## src/rtl/rvfi_imem_arbiter.sv

```systemverilog
// Round-robin arbiter sharing one imem model between fetch (port 0) and data reads (port 1).
// Optional WAIT-state abort enabled by defining RISCV_FORMAL_IMEM_ARB_TIMEOUT_EN.
module rvfi_imem_arbiter #(
  parameter int XLEN    = 32,
  parameter int DATA_W  = 32,
  parameter int TIMEOUT = 16
) (
  input  logic                clk,
  input  logic                reset,
  input  logic [1:0]          req_valid,
  output logic [1:0]          req_ready,
  input  logic [2*XLEN-1:0]   req_addr,
  output logic [1:0]          resp_valid,
  output logic [DATA_W-1:0]   resp_data,
  output logic                resp_err,
  output logic                mem_valid,
  input  logic                mem_ready,
  output logic [XLEN-1:0]     mem_addr,
  input  logic                mem_rvalid,
  input  logic [DATA_W-1:0]   mem_rdata,
  output logic                busy
);

  typedef enum logic [1:0] {
    S_IDLE,
    S_ISSUE,
    S_WAIT
  } state_e;

  localparam logic [XLEN-1:0] HALF_MASK = ~XLEN'(1);

  state_e              state_q, state_d;
  logic                last_q, last_d;
  logic                owner_q, owner_d;
  logic [XLEN-1:0]     addr_q, addr_d;
  logic [1:0]          rv_q, rv_d;
  logic [DATA_W-1:0]   rdata_q, rdata_d;
  logic [1:0]          req_ready_c;
  logic                mem_valid_c;
  logic                grant;
  logic                timeout;
  logic [XLEN-1:0]     sel_addr;

  // Tie goes to the port that did not win last time.
  always_comb begin
    grant = 1'b0;
    case (req_valid)
      2'b01:   grant = 1'b0;
      2'b10:   grant = 1'b1;
      2'b11:   grant = ~last_q;
      default: grant = 1'b0;
    endcase
  end

  assign sel_addr = grant ? req_addr[XLEN +: XLEN]
                          : req_addr[0 +: XLEN];

  always_comb begin
    state_d     = state_q;
    last_d      = last_q;
    owner_d     = owner_q;
    addr_d      = addr_q;
    rv_d        = 2'b00;
    rdata_d     = rdata_q;
    req_ready_c = 2'b00;
    mem_valid_c = 1'b0;
    case (state_q)
      S_IDLE: begin
        if (|req_valid) begin
          req_ready_c = grant ? 2'b10 : 2'b01;
          owner_d     = grant;
          last_d      = grant;
          addr_d      = sel_addr & HALF_MASK;
          state_d     = S_ISSUE;
        end
      end
      S_ISSUE: begin
        mem_valid_c = 1'b1;
        if (mem_ready) begin
          state_d = S_WAIT;
        end
      end
      S_WAIT: begin
        if (mem_rvalid) begin
          rdata_d = mem_rdata;
          rv_d    = owner_q ? 2'b10 : 2'b01;
          state_d = S_IDLE;
        end else if (timeout) begin
          rdata_d = '0;
          rv_d    = owner_q ? 2'b10 : 2'b01;
          state_d = S_IDLE;
        end
      end
      default: begin
        state_d = S_IDLE;
      end
    endcase
  end

  always_ff @(posedge clk or posedge reset) begin
    if (reset) begin
      state_q <= S_IDLE;
      last_q  <= 1'b1;
      owner_q <= 1'b0;
      addr_q  <= '0;
      rv_q    <= 2'b00;
      rdata_q <= '0;
    end else begin
      state_q <= state_d;
      last_q  <= last_d;
      owner_q <= owner_d;
      addr_q  <= addr_d;
      rv_q    <= rv_d;
      rdata_q <= rdata_d;
    end
  end

`ifdef RISCV_FORMAL_IMEM_ARB_TIMEOUT_EN
  localparam int CW = $clog2(TIMEOUT + 1);

  logic [CW-1:0] cnt_q, cnt_d;
  logic          err_q, err_d;

  // Count restarts while issuing, so it is zero on the first WAIT cycle.
  always_comb begin
    cnt_d = cnt_q;
    if (state_q == S_ISSUE) begin
      cnt_d = '0;
    end else if (state_q == S_WAIT && !mem_rvalid) begin
      cnt_d = cnt_q + CW'(1);
    end
  end

  assign timeout = (state_q == S_WAIT) && !mem_rvalid &&
                   (cnt_q == CW'(TIMEOUT - 1));
  assign err_d   = timeout;

  always_ff @(posedge clk or posedge reset) begin
    if (reset) begin
      cnt_q <= '0;
      err_q <= 1'b0;
    end else begin
      cnt_q <= cnt_d;
      err_q <= err_d;
    end
  end

  assign resp_err = err_q;
`else
  assign timeout  = 1'b0;
  assign resp_err = 1'b0;
`endif

  // Gated so every output reads zero while reset is held.
  assign req_ready  = reset ? 2'b00 : req_ready_c;
  assign mem_valid  = mem_valid_c;
  assign mem_addr   = addr_q;
  assign resp_valid = rv_q;
  assign resp_data  = rdata_q;
  assign busy       = (state_q != S_IDLE);

endmodule

```

## config.mk

```make
export PLATFORM = sky130hd
export DESIGN_NAME = rvfi_imem_arbiter
export DESIGN_NICKNAME = d
export VERILOG_FILES = /design/src/rtl/rvfi_imem_arbiter.sv
export SDC_FILE = /design/constraint.sdc
export NUM_CORES = 1
export LEC_CHECK = 0
export BUFFER_PORTS_ARGS = -buffer_cell sky130_fd_sc_hd__buf_2
export CORE_MARGIN = 2
export CORE_UTILIZATION = 44
export DETAILED_ROUTE_END_ITERATION = 8
export MAX_ROUTING_LAYER = met4
export PLACE_DENSITY = 0.8
export SETUP_SLACK_MARGIN = 0.5
export SLEW_MARGIN = 20
export SYNTH_ARGS = -nofsm -noshare
export SYNTH_HDL_FRONTEND = slang
export SYNTH_SLANG_ARGS = --single-unit
export TNS_END_PERCENT = 100
```

## constraint.sdc

```tcl
create_clock -name clk -period 2.79 [get_ports clk]
set_input_delay 0.279 -clock clk [delete_from_list [all_inputs] [get_ports clk]]
set_output_delay 0.279 -clock clk [all_outputs]
set_load 0.005 [all_outputs]
```

==> out/qor.txt <==
fin crit share = 72.6%
Worst slew margin = 55.0%
combined area of the multi-input logic cells = 1220 µm²
Routed WL per cell = 14.4 µm
Peak VDD IR = 0.441 mV
fmax = 494 MHz
worst setup path category = flip-flop to output pin
final period demand of the worst path = 2030 ps
Pwr Total = 4.65 mW
Cells after DPL = 522
Yosys Warn Count = 0
DRT antenna net count = 0
GRT Residual Overflow = 0
total CTS buffers = 9
cell taking the most area after synthesis = dfrtp_1
Final Setup Violations = 0
CP Capture Type = output pin
GRT Util Overall = 21.4%
routed vias/inst = 4.89
Nets = 540
metal3 WL = 588 µm
Yosys top cell area share = 55.0%
Clock Tree Root = clkbuf_8
TritonCTS clock tree = done
max-slew violations = 0
gpl congestion = 0.724
DRC violations left = 0
Final Hold Fails = 0
die height = 87.9 µm
first-pass GRT wire length = 12.3 mm
register bit total from synthesis = 69
DIE AREA = 7720 µm²
Leak Pwr = 2.10 nW
WL met1 = 3.08 mm
largest net degree at the start of global routing = 34
synthesized instance count = 272
Critical Path AT = 1750 ps
clk_lat worst skew = 340 ps
status = finished clean
Pre-antenna DRT Iters = 5
synth top area cells = dfrtp_1 (55%), mux2_2 (12%), nand2_1 (7.5%)
Core ar. = 6790 µm²
Initial DRC Count = 71
WP data required = 2510 ps
Hold Crit Class = input port to flip-flop
Netlist cell types = 29
layout cell share with drive strength beyond 1 = 54.6%
Seq/Total Area, Yosys = 55.8%
cell area power density = 1090 nW/µm²
unrepaired setup endpoints after global routing = false
H-tree depth = 3
commonest non-fill, non-tap cells in the layout = buf_2 (168), dfrtp_1 (68), nand2_1 (62)
Max Used Layer = met4
clk slew on worst S/H paths = 70 ps
initial antenna violation count = 0
via count = 2,637
MaxCap Viol Count = 0
I/O pin count = 173
final wirelength = 7.74 mm
hold_ws = 140 ps
WL met2 = 3.98 mm
row count = 30
crit path launch = last_q$_DFFE_PP1P_
Worst Tran Pin Value = 675 ps
IO Port Bufs = 168
antenna cells = 0
worst-path maximum fanout = 33
fin cells = 539
number of global-route vias before repair = 2,633
sequential cell area = 1730 µm²
Initial Utilization = 45.5%
clock skew = 10.2 ps
Post-Route Setup TNS = 0 ps
element type at the critical path start = flip-flop
Fill cells = 582
commonest non-fill, non-tap cell in the layout = buf_2
Clock Sinks = 69
Critical R2R Launch = state_q[0]$_DFFE_PP0P_
area delta synth->final = 37.8%
Avg Cell Area, Syn = 11.4 µm²
die width = 87.9 µm
Final HPWL DP = 5.56 mm
Synth Cell Area = 3090 µm²
Longest Clk Path Bufs = 2
HP Start = req_valid[0]
-- synth_stat cells --
cell type / number
a21bo_2: 1
a21boi_1: 1
a21oi_1: 31
a31oi_1: 20
a31oi_2: 2
a31oi_4: 9
and2_1: 1
buf_2: 9
buf_4: 2
buf_6: 3
buf_8: 1
clkbuf_1: 8
conb_1: 1
dfrtp_1: 68
dfstp_2: 1
inv_1: 5
mux2_2: 32
nand2_1: 62
nand2b_1: 2
nand3_1: 1
nand3b_1: 1
nand4_1: 1
nor2_1: 2
nor2_2: 1
nor3_1: 2
o211ai_1: 1
o21ai_0: 2
o22ai_2: 1
or2_0: 1
-- per-stage QoR --
| stage | cell area, µm² | setup slack (ps) | util (%) |
|---|---|---|---|
| after detailed placement | 4000 | 997 | 58.8 |
| after global routing | 4270 | 652 | 62.8 |
| final | 4270 | 765 | 62.8 |
| after global placement | 4000 | 1010 | 58.8 |
| after CTS | 4270 | 724 | 62.8 |
| after floorplan | 3100 | 773 | - |
-- cells by family after synthesis --
group	after synthesis	synth area share [%]
AOI/OAI and AO/OA	68	17.6
buffers and inverters	28	5.09
DFF	69	55.8
muxes	32	11.6
other	1	0.121
and+or+nand+nor	74	9.71
-- worst paths after layout --
kind	to	slack, ps	cells past startpoint
worst min-delay path	last_q$_DFFE_PP1P_	140	2
worst max register to register	owner_q$_DFFE_PP0P_	1000	5
min in group asynchronous	resp_data[30]$_DFFE_PP0P_	560	3
worst max-delay path	req_ready[1]	760	3
max in group asynchronous	last_q$_DFFE_PP1P_	1470	4
worst min register to register	resp_valid[0]$_DFF_PP0_	430	1
-- cell type report --
type                            instances  area share, %
Tap cell                               96           2.82
Timing Repair Buffer                  177           21.6
Inverter                                5          0.440
Sequential cell                        69           40.5
Multi-Input combinational cell        176           28.5
Clock buffer                           11           3.55
Clock inverter                          5           2.49
-- flip-flops by register name, indices dropped and copies added, names as in the netlist --
signal,flops
last_q,1
owner_q,1
mem_addr,31
resp_valid,2
resp_data,32
state_q,2
-- critical path, cell delays in order, from the launching register on --
cell	delay [ps]
dfstp_2	560
a21bo_2	580
nor3_1	100
buf_2	160
-- power breakdown --
part | internal [mW] | switching (mW)
registers | 1.50 | 0.254
clock network | 0.644 | 0.377
logic | 0.948 | 0.923
-- repair_timing --
item | 4_1_cts | 5_1_grt
hold buffers | 1 | 0
endpoints found under the hold margin | 24 | 0
setup buffers | 0 | 0
resized for setup | 0 | 0
-- routing by layer --
layer,up-vias,track usage [%]
li1,1265,-
met1,1241,23.6
met2,123,36.9
met3,8,6.13
met4,0,7.55
met5,-,-
Note: power is estimated with default switching activity, not from simulation.
